`src/rtl/act_interp_pipe.sv`:
```
// Three-stage activation pipeline: piecewise-linear LUT interpolation, ReLU or identity,
// with a writable LUT and a single global advance enable for backpressure.
module act_interp_pipe #(
  parameter int DATA_W = 8,
  parameter int ADDR_W = 4
) (
  input  logic                     clk,
  input  logic                     rst,
  input  logic                     in_valid,
  output logic                     in_ready,
  input  logic signed [DATA_W-1:0] in_data,
  input  logic [1:0]               in_mode,
  output logic                     out_valid,
  input  logic                     out_ready,
  output logic signed [DATA_W-1:0] out_data,
  input  logic                     lut_wr_en,
  input  logic [ADDR_W-1:0]        lut_wr_addr,
  input  logic signed [DATA_W-1:0] lut_wr_data
);

  localparam int FRAC_W = DATA_W - ADDR_W;
  localparam int DEPTH  = 1 << ADDR_W;
  localparam int PROD_W = DATA_W + FRAC_W + 2;
  localparam logic [ADDR_W-1:0]        TOP_ADDR = ADDR_W'((1 << (ADDR_W - 1)) - 1);
  localparam logic signed [PROD_W-1:0] SAT_MAX  = PROD_W'((1 << (DATA_W - 1)) - 1);
  localparam logic signed [PROD_W-1:0] SAT_MIN  = PROD_W'(-(1 << (DATA_W - 1)));

  logic                     adv;
  logic                     s1_valid, s2_valid;
  logic signed [DATA_W-1:0] s1_z, s2_z;
  logic [1:0]               s1_mode, s2_mode;
  logic signed [DATA_W-1:0] s2_base, s2_next;
  logic [FRAC_W-1:0]        s2_rem;

  logic signed [DATA_W-1:0] lut [DEPTH];
  logic [ADDR_W-1:0]        rd_addr, nxt_addr;
  logic signed [DATA_W-1:0] rd_base, rd_next;

  logic signed [DATA_W:0]   diff;
  logic signed [PROD_W-1:0] prod, shifted, interp;
  logic signed [DATA_W-1:0] result;

  assign adv      = !out_valid || out_ready;
  assign in_ready = adv;

  // The most-positive segment has no upper neighbour, so it holds flat instead of wrapping.
  assign rd_addr  = s1_z[DATA_W-1:FRAC_W];
  assign nxt_addr = rd_addr + ADDR_W'(1);
  assign rd_base  = lut[rd_addr];
  assign rd_next  = (rd_addr == TOP_ADDR) ? rd_base : lut[nxt_addr];

  always_ff @(posedge clk or posedge rst) begin
    if (rst) begin
      for (int i = 0; i < DEPTH; i++) lut[i] <= '0;
    end else if (lut_wr_en) begin
      lut[lut_wr_addr] <= lut_wr_data;
    end
  end

  always_ff @(posedge clk or posedge rst) begin
    if (rst) begin
      s1_valid  <= 1'b0;
      s1_z      <= '0;
      s1_mode   <= '0;
      s2_valid  <= 1'b0;
      s2_z      <= '0;
      s2_mode   <= '0;
      s2_base   <= '0;
      s2_next   <= '0;
      s2_rem    <= '0;
      out_valid <= 1'b0;
      out_data  <= '0;
    end else if (adv) begin
      s1_valid  <= in_valid;
      s1_z      <= in_data;
      s1_mode   <= in_mode;
      s2_valid  <= s1_valid;
      s2_z      <= s1_z;
      s2_mode   <= s1_mode;
      s2_base   <= rd_base;
      s2_next   <= rd_next;
      s2_rem    <= s1_z[FRAC_W-1:0];
      out_valid <= s2_valid;
      out_data  <= result;
    end
  end

  // The shift is kept in its own all-signed assignment so it stays arithmetic (floor).
  always_comb begin
    diff    = {s2_next[DATA_W-1], s2_next} - {s2_base[DATA_W-1], s2_base};
    prod    = $signed({{(PROD_W-DATA_W-1){diff[DATA_W]}}, diff})
            * $signed({{(PROD_W-FRAC_W){1'b0}}, s2_rem});
    shifted = prod >>> FRAC_W;
    interp  = shifted + $signed({{(PROD_W-DATA_W){s2_base[DATA_W-1]}}, s2_base});
    result  = s2_z;
    case (s2_mode)
      2'd0: begin
        if (interp > SAT_MAX)      result = SAT_MAX[DATA_W-1:0];
        else if (interp < SAT_MIN) result = SAT_MIN[DATA_W-1:0];
        else                       result = interp[DATA_W-1:0];
      end
      2'd1:    result = (s2_z > 0) ? s2_z : '0;
      default: result = s2_z;
    endcase
  end

endmodule

```
`config.mk`:
```
export PLATFORM = sky130hd
export DESIGN_NAME = act_interp_pipe
export DESIGN_NICKNAME = d
export VERILOG_FILES = /design/src/rtl/act_interp_pipe.sv
export SDC_FILE = /design/constraint.sdc
export NUM_CORES = 1
export LEC_CHECK = 0
export CAP_MARGIN = 0
export CORE_UTILIZATION = 50
export CTS_BUF_LIST = sky130_fd_sc_hd__clkbuf_4 sky130_fd_sc_hd__clkbuf_8 sky130_fd_sc_hd__clkbuf_16
export DETAILED_ROUTE_END_ITERATION = 8
export GPL_TIMING_DRIVEN = 0
export PLACE_DENSITY_LB_ADDON = 0.1
export SLEW_MARGIN = 40
export SYNTH_ARGS = -nofsm -noshare
export SYNTH_HDL_FRONTEND = slang
export SYNTH_SLANG_ARGS = --single-unit
```
`constraint.sdc`:
```
create_clock -name clk -period 5.8 [get_ports clk]
set_input_delay 1.16 -clock clk [delete_from_list [all_inputs] [get_ports clk]]
set_output_delay 1.16 -clock clk [all_outputs]
set_load 0.01 [all_outputs]
```
==> metrics.txt, run 1 <==
# TYPE chip_impl_metric gauge
chip_impl_info{name="critical_path.startpoint",value="s2_base[0]"} 1
chip_impl_metric{name="first_pass_grt_wire_length",unit="um"} 46400
chip_impl_metric{name="placement.io_buffers",unit=""} 35
chip_impl_metric{name="grt.overflow.total",unit=""} 0
chip_impl_info{name="cell_at_the_slowest_stage_of_the_critical_path",value="fa_1"} 1
chip_impl_metric{name="clk-insertion-delay-late",unit="ns"} 0.44
chip_impl_metric{name="cap_viol_max_count",unit=""} 0
chip_impl_metric{name="timing_worst_slew_pin_value",unit="ns"} 0.893
chip_impl_metric{name="core.rowCount",unit=""} 53
chip_impl_metric{name="die_w",unit="um"} 149
chip_impl_metric{name="max-clock-path-buffers",unit=""} 2
chip_impl_info{name="synth_most_common_cell",value="dfrtp_1"} 1
chip_impl_metric{name="top_level_ports",unit=""} 37
chip_impl_metric{name="final-hold-violation-count",unit=""} 0
chip_impl_metric{name="yosysUniqueCellTypes",unit=""} 55
chip_impl_info{name="unrepaired_setup_endpoints_after_global_routing",value="yes"} 1
chip_impl_metric{name="path_buf_inv",unit=""} 2
chip_impl_metric{name="timing.final.crit_period",unit="ns"} 6.23
chip_impl_info{name="status",value="finished with violations"} 1
chip_impl_metric{name="mappedNetlistArea",unit="um2"} 10800
chip_impl_metric{name="critical_path_data_arrival_time",unit="ns"} 6.54
chip_impl_metric{name="postPlaceCellArea",unit="um2"} 11900
chip_impl_metric{name="async_flop_share",unit="%"} 100
chip_impl_metric{name="die-height",unit="um"} 149
chip_impl_metric{name="stdcell_count",unit=""} 1191
chip_impl_metric{name="post_synthesis_net_count",unit=""} 917
chip_impl_info{name="timing.rr.start",value="s2_base[0]"} 1
chip_impl_metric{name="remaining_drc_errors",unit=""} 0
chip_impl_metric{name="dr.pass1.iters",unit=""} 5
chip_impl_metric{name="cts_buffers",unit=""} 17
chip_impl_info{name="postSynth.topFlopCell",value="dfrtp_1"} 1
chip_impl_info{name="timing.critical_path.max_delay_family",value="adder cells"} 1
chip_impl_metric{name="grt_start_max_net_pins",unit=""} 28
chip_impl_info{name="hold_start",value="s2_valid"} 1
chip_impl_info{name="cp-start-kind",value="flip-flop"} 1
chip_impl_info{name="failed_checks",value="setup timing"} 1
chip_impl_metric{name="min_delay_path_depth",unit=""} 1
chip_impl_info{name="hold_class",value="flip-flop to flip-flop"} 1
chip_impl_metric{name="setup_ws",unit="ns"} -0.428
chip_impl_info{name="clock-root-buffer",value="clkbuf_16"} 1
chip_impl_metric{name="antenna_fix_cells",unit=""} 0
chip_impl_metric{name="dr_total_vias",unit=""} 7404
chip_impl_metric{name="layout.nets",unit=""} 995
chip_impl_metric{name="first_iter_violations",unit=""} 489
chip_impl_metric{name="post_synth_inst_count",unit=""} 826
chip_impl_metric{name="setup-violations-final",unit=""} 8
chip_impl_metric{name="route.detailed.vias_per_inst",unit=""} 6.22
chip_impl_metric{name="number_of_h_tree_levels",unit=""} 4
chip_impl_metric{name="slew_headroom",unit="%"} 40.4
chip_impl_metric{name="path_max_fanout",unit=""} 7
chip_impl_metric{name="crit_path_max_incr_delay",unit="ns"} 0.50
chip_impl_metric{name="fp.dieArea",unit="um2"} 22200
chip_impl_info{name="post_synth_most_frequent_cells",value="175 x dfrtp_1, 151 x mux2_2, 76 x mux4_2"} 1
chip_impl_metric{name="synth_edf_count",unit=""} 0
chip_impl_metric{name="route.final.wire_length",unit="um"} 29000
chip_impl_metric{name="stdcell_area",unit="um2"} 12800
chip_impl_metric{name="timing.clock.skew",unit="ns"} 0.0150
chip_impl_metric{name="effective_utilization_at_floorplan",unit="%"} 51.2
chip_impl_metric{name="syn_area_per_cell",unit="um2"} 13.1
chip_impl_metric{name="path_clk_slew",unit="ns"} 0.07
chip_impl_metric{name="initial_antenna_violation_count",unit=""} 0
chip_impl_info{name="post-synth-top-area-cell",value="dfrtp_1"} 1
chip_impl_info{name="tritoncts",value="done"} 1
chip_impl_metric{name="synth_top_area_share",unit="%"} 40.5
chip_impl_metric{name="layout.filler_cells",unit=""} 1593
chip_impl_metric{name="cp.depth",unit=""} 27
chip_impl_metric{name="floorplan.core_area",unit="um2"} 21200
chip_impl_metric{name="wl_per_cell",unit="um"} 24.4
chip_impl_info{name="critPathCaptureType",value="flip-flop"} 1
chip_impl_metric{name="timing.reg2reg.worst_path_depth",unit=""} 27
chip_impl_metric{name="dpl.cell_count",unit=""} 1145
chip_impl_metric{name="report.final.slew_viol_count",unit=""} 0
chip_impl_info{name="post_synth_main_area_contributors",value="dfrtp_1 40%, mux4_2 16%, mux2_2 16%"} 1
chip_impl_metric{name="globalplace.congestion",unit=""} 0.845
chip_impl_metric{name="synth_seq_cells",unit=""} 175
chip_impl_metric{name="postRouteAntennaNets",unit=""} 0
chip_impl_metric{name="hpwl",unit="um"} 20600
chip_impl_metric{name="grt_use_total",unit="%"} 28.5
chip_impl_metric{name="vias_in_the_first_global_route",unit=""} 8156
chip_impl_metric{name="timing.final.crit_share",unit="%"} 107
chip_impl_info{name="criticalPathCategory",value="flip-flop to flip-flop"} 1
chip_impl_metric{name="ys_warn_count",unit=""} 0
chip_impl_metric{name="cts_sinks",unit=""} 175
chip_impl_info{name="critical-path-top-cell-by-count",value="ha_4"} 1
chip_impl_metric{name="cp.required",unit="ns"} 6.11
chip_impl_metric{name="synth_seq_area_share",unit="%"} 40.5
chip_impl_metric{name="clock.fmax",unit="GHz"} 0.161
chip_impl_metric{name="areaGrowthSynthToFinish",unit="%"} 18.6
chip_impl_metric{name="hold_buffers",unit=""} 0
chip_impl_metric{name="final_layout_size_suffix_gt1_share",unit="%"} 39.4
==> layout by cell type (no fill, tap or decap), drive strengths merged, types with 8 or more instances in the layout <==
master and n:
a22oi 8, xnor2 14, nor2 41, fa 20, xor2 8, dfrtp 175
inv 54, a21oi 22, o21ai 16, ha 44, nor3 11, and2 22
nand2 37, a31oi 10, clkdlybuf4s50 35, mux4 79, clkbuf 48, mux2 151
buf 39, nand4b 8, nor2b 11
==> layout make-up <==
class                      count  area [um2]  area share, %
multi-input combinational    558        6420           50.0
timing repair buffer          59         683           5.32
tap                          275         344           2.68
clock buffer                  20         448           3.49
inverter                      50         191           1.49
sequential                   175        4380           34.1
buffer                        43         218           1.70
clock inverter                11         151           1.18
==> what timing repair did <==
action	4_1_cts	5_1_grt
endpoints found under the setup margin	8	8
setup buffers	10	4
gates resized for setup	27	22
pin swaps	13	18
==> routing by layer <==
| layer | part of all wire (%) | vias up | global-route usage [%] |
|---|---|---|---|
| li1 | - | 3198 | - |
| met1 | 41 | 3928 | 36.1 |
| met5 | 0 | - | 0 |
| met3 | 4.4 | 63 | 5.26 |
| met4 | 3.4 | 0 | 11.3 |
| met2 | 51 | 215 | 48.3 |
==> flip-flops by register name, summed over array words and instances (netlist names) <==
register,cells
s2_mode,2
out_valid,1
s1_z,8
s2_valid,1
s2_next,8
lut,128
s2_base,8
out_data,8
s2_z,8
s1_mode,2
s1_valid,1
==> worst paths after layout <==
| check | end | slack (ns) |
|---|---|---|
| min in group asynchronous | lut[83] | 1.02 |
| max reg2reg | out_data[3] | -0.43 |
| min | out_valid | 0.46 |
| max in group asynchronous | lut[24] | 3.81 |
| max | out_data[3] | -0.43 |
| min reg2reg | out_valid | 0.46 |
==> logic make-up after synthesis <==
group	Yosys count	share of synthesized area [%]
DFF	175	40.5
and+or+nand+nor	160	7.89
xor gates and xnor gates	22	1.85
AOI/OAI and AO/OA	79	4.76
muxes	233	32.5
buffers and inverters	93	3.73
adders and majority gates	64	8.78
==> metrics by stage <==
step	hold WS (ns)	TNS (ns)	setup slack [ns]	util, %
4_1_cts	0.475	-2.89	-0.387	60.0
5_1_grt	0.501	-5.59	-0.731	60.7
3_3_place_gp	0.439	-5.19	-0.696	54.7
6_report	0.465	-3.25	-0.428	60.7
3_5_place_dp	0.462	-5.71	-0.767	56.0
2_1_floorplan	0.430	0	0.00350	-
Power of run 1 is left out: the tool's default activity adds up to more than one toggle a clock period on the data nets, which glitch-free logic cannot reach.
==> inputs of run 2 (changes only) <==
--- a/config.mk
+++ b/config.mk
@@ -10,7 +10,7 @@
 export CTS_BUF_LIST = sky130_fd_sc_hd__clkbuf_4 sky130_fd_sc_hd__clkbuf_8 sky130_fd_sc_hd__clkbuf_16
 export DETAILED_ROUTE_END_ITERATION = 8
 export GPL_TIMING_DRIVEN = 0
-export PLACE_DENSITY_LB_ADDON = 0.1
+export PLACE_DENSITY_LB_ADDON = 0.08
 export SLEW_MARGIN = 40
 export SYNTH_ARGS = -nofsm -noshare
 export SYNTH_HDL_FRONTEND = slang
==> run 2 against run 1 <==
Against the previous run: the flow still finishes with violations (setup timing); first-iteration DRC count fell by 36%; critical path depth up 1; worst hold slack got worse by 0.014 ns; die area is the same; via count shrank 1.1%; utilization up 0.12 points; global-route usage shrank 1.6 points; fmax up 0.91%; clock-buffer cell count shrank 2; largest cell class unchanged; worst setup slack better by 0.056 ns; clock skew increased by 0.0014 ns; critical endpoint is now out_data[0].
==> metrics.txt, run 2 (synthesis results as in run 1) <==
# TYPE chip_impl_metric gauge
chip_impl_info{name="status",value="finished with violations"} 1
chip_impl_info{name="failed_checks",value="setup timing"} 1
chip_impl_metric{name="finalHoldWorstSlack",unit="ns"} 0.451
chip_impl_metric{name="core.rowCount",unit=""} 53
chip_impl_metric{name="timing.final.crit_share",unit="%"} 106
chip_impl_metric{name="die-height",unit="um"} 149
chip_impl_metric{name="largest_register_ff_count",unit=""} 128
chip_impl_metric{name="die_w",unit="um"} 149
chip_impl_info{name="hold_path_end",value="out_valid"} 1
chip_impl_metric{name="grt_start_max_net_pins",unit=""} 27
chip_impl_info{name="cp-start-kind",value="flip-flop"} 1
chip_impl_metric{name="initial_antenna_violation_count",unit=""} 0
chip_impl_metric{name="floorplan.core_area",unit="um2"} 21200
chip_impl_info{name="r2r_end",value="out_data[0]"} 1
chip_impl_metric{name="dr.pass1.iters",unit=""} 7
chip_impl_metric{name="min_delay_path_depth",unit=""} 1
chip_impl_metric{name="timing.clock.skew",unit="ns"} 0.0164
chip_impl_info{name="mostFrequentLayoutCells",value="173 x dfrtp_1, 150 x mux2_2, 76 x mux4_2"} 1
chip_impl_metric{name="cap_viol_max_count",unit=""} 0
chip_impl_metric{name="fp.dieArea",unit="um2"} 22200
chip_impl_metric{name="effective_utilization_at_floorplan",unit="%"} 51.2
chip_impl_metric{name="critical_path_data_arrival_time",unit="ns"} 6.48
chip_impl_info{name="timing.rr.start",value="s2_next[0]"} 1
chip_impl_metric{name="remaining_drc_errors",unit=""} 0
chip_impl_info{name="unrepaired_setup_endpoints_after_global_routing",value="yes"} 1
chip_impl_metric{name="clk-insertion-delay-late",unit="ns"} 0.43
chip_impl_metric{name="hpwl",unit="um"} 20500
chip_impl_metric{name="slew_headroom",unit="%"} 42.5
chip_impl_metric{name="setup_ws",unit="ns"} -0.372
chip_impl_info{name="final_common_cell",value="dfrtp_1"} 1
chip_impl_metric{name="dr_total_vias",unit=""} 7320
chip_impl_metric{name="top_level_ports",unit=""} 37
chip_impl_info{name="hold_class",value="flip-flop to flip-flop"} 1
chip_impl_metric{name="wl_per_cell",unit="um"} 23.7
chip_impl_info{name="criticalPathCategory",value="flip-flop to flip-flop"} 1
chip_impl_metric{name="final_layout_size_suffix_gt1_share",unit="%"} 39.9
chip_impl_info{name="cell_at_the_slowest_stage_of_the_critical_path",value="fa_1"} 1
chip_impl_metric{name="timing.final.crit_period",unit="ns"} 6.17
chip_impl_metric{name="setup-violations-final",unit=""} 8
chip_impl_metric{name="final-hold-violation-count",unit=""} 0
chip_impl_info{name="critPathCaptureType",value="flip-flop"} 1
chip_impl_metric{name="globalplace.congestion",unit=""} 0.848
chip_impl_metric{name="route.detailed.vias_per_inst",unit=""} 6.16
chip_impl_metric{name="grt_use_total",unit="%"} 26.8
chip_impl_metric{name="first_pass_grt_wire_length",unit="um"} 43700
chip_impl_metric{name="first_iter_violations",unit=""} 313
chip_impl_metric{name="reg2reg_slack",unit="ns"} -0.37
chip_impl_metric{name="number_of_h_tree_levels",unit=""} 4
chip_impl_info{name="hold_start",value="s2_valid"} 1
chip_impl_metric{name="timing.reg2reg.worst_path_depth",unit=""} 28
chip_impl_metric{name="grt.overflow.total",unit=""} 0
chip_impl_metric{name="max-clock-path-buffers",unit=""} 2
chip_impl_metric{name="path_max_fanout",unit=""} 7
chip_impl_metric{name="layout.nets",unit=""} 992
chip_impl_metric{name="cts_buffers",unit=""} 17
chip_impl_metric{name="report.final.slew_viol_count",unit=""} 0
chip_impl_metric{name="cts_sinks",unit=""} 175
chip_impl_metric{name="route.final.wire_length",unit="um"} 28200
chip_impl_metric{name="cp.required",unit="ns"} 6.11
chip_impl_metric{name="crit_path_max_incr_delay",unit="ns"} 0.59
chip_impl_info{name="register_ranked_first_by_flip_flop_count",value="lut"} 1
chip_impl_metric{name="clock.fmax",unit="GHz"} 0.162
chip_impl_metric{name="timing_worst_slew_pin_value",unit="ns"} 0.863
chip_impl_info{name="clock-root-buffer",value="clkbuf_16"} 1
chip_impl_info{name="tritoncts",value="done"} 1
chip_impl_metric{name="postRouteAntennaNets",unit=""} 0
chip_impl_metric{name="vias_in_the_first_global_route",unit=""} 7804
chip_impl_metric{name="antenna_fix_cells",unit=""} 0
chip_impl_metric{name="path_clk_slew",unit="ns"} 0.07
chip_impl_metric{name="areaGrowthSynthToFinish",unit="%"} 18.9
chip_impl_metric{name="placement.io_buffers",unit=""} 35
-- run 2: final cells by class --
cell class	instances	area, um2
well taps	275	344
clock inverters	14	149
clock buffers	18	433
repair buffers	56	679
multi-input cells	558	6470
fillers	1657	8290
flip-flops and latches	175	4380
inverters	50	191
plain buffers	43	219
-- run 2: how the worst max path moves through the flow --
stage | to | slack (ns) | startpoint | cells after the start
after floorplan | out_data[0] | 0.004 | s2_base[1] | 29
after global placement | out_data[6] | -0.70 | s2_base[1] | 26
after detailed placement | out_data[5] | -0.84 | s2_base[1] | 26
after CTS | out_data[0] | -0.41 | s2_next[0] | 30
after global routing | out_data[0] | -0.61 | s2_next[0] | 31
final | out_data[0] | -0.37 | s2_next[0] | 28
-- run 2: per-stage QoR --
step                      std cells  area, um2  worst slack, ns  utilization (%)  setup TNS (ns)
after global placement         1136      11600           -0.698             54.7           -5.12
after floorplan                 826      10900          0.00350                -               0
after CTS                      1186      12700           -0.406             59.9           -2.97
after global routing           1189      12900           -0.611             60.8           -4.60
final                          1189      12900           -0.372             60.8           -2.52
after detailed placement       1145      11900           -0.840             56.1           -6.25
-- run 2: per-layer routing --
metal  part of all wire [%]  vias to the layer above  global-route usage, %
li1                       -                     3193                      -
met3                    4.1                       46                   4.50
met1                     42                     3901                   33.8
met4                    2.6                        0                   9.90
met2                     52                      180                   46.6
met5                      0                        -                      0
-- run 2: worst max-delay path: cells and delay by family, from the launching register on --
| kind | cells | cell delay [ns] |
|---|---|---|
| AOI/OAI and AO/OA | 10 | 1.64 |
| xor gates and xnor gates | 1 | 0.16 |
| and+or+nand+nor | 7 | 0.99 |
| DFF | 1 | 0.35 |
| adders and majority gates | 6 | 2.21 |
| buffers and inverters | 3 | 0.38 |
| muxes | 1 | 0.33 |
-- run 2: what timing repair did --
item	CTS	global route
pin swaps	21	28
setup buffers	9	5
hold buffers	0	0
resized for setup	28	30
setup endpoints to repair	8	8
Power of run 2 is left out for the same reason.
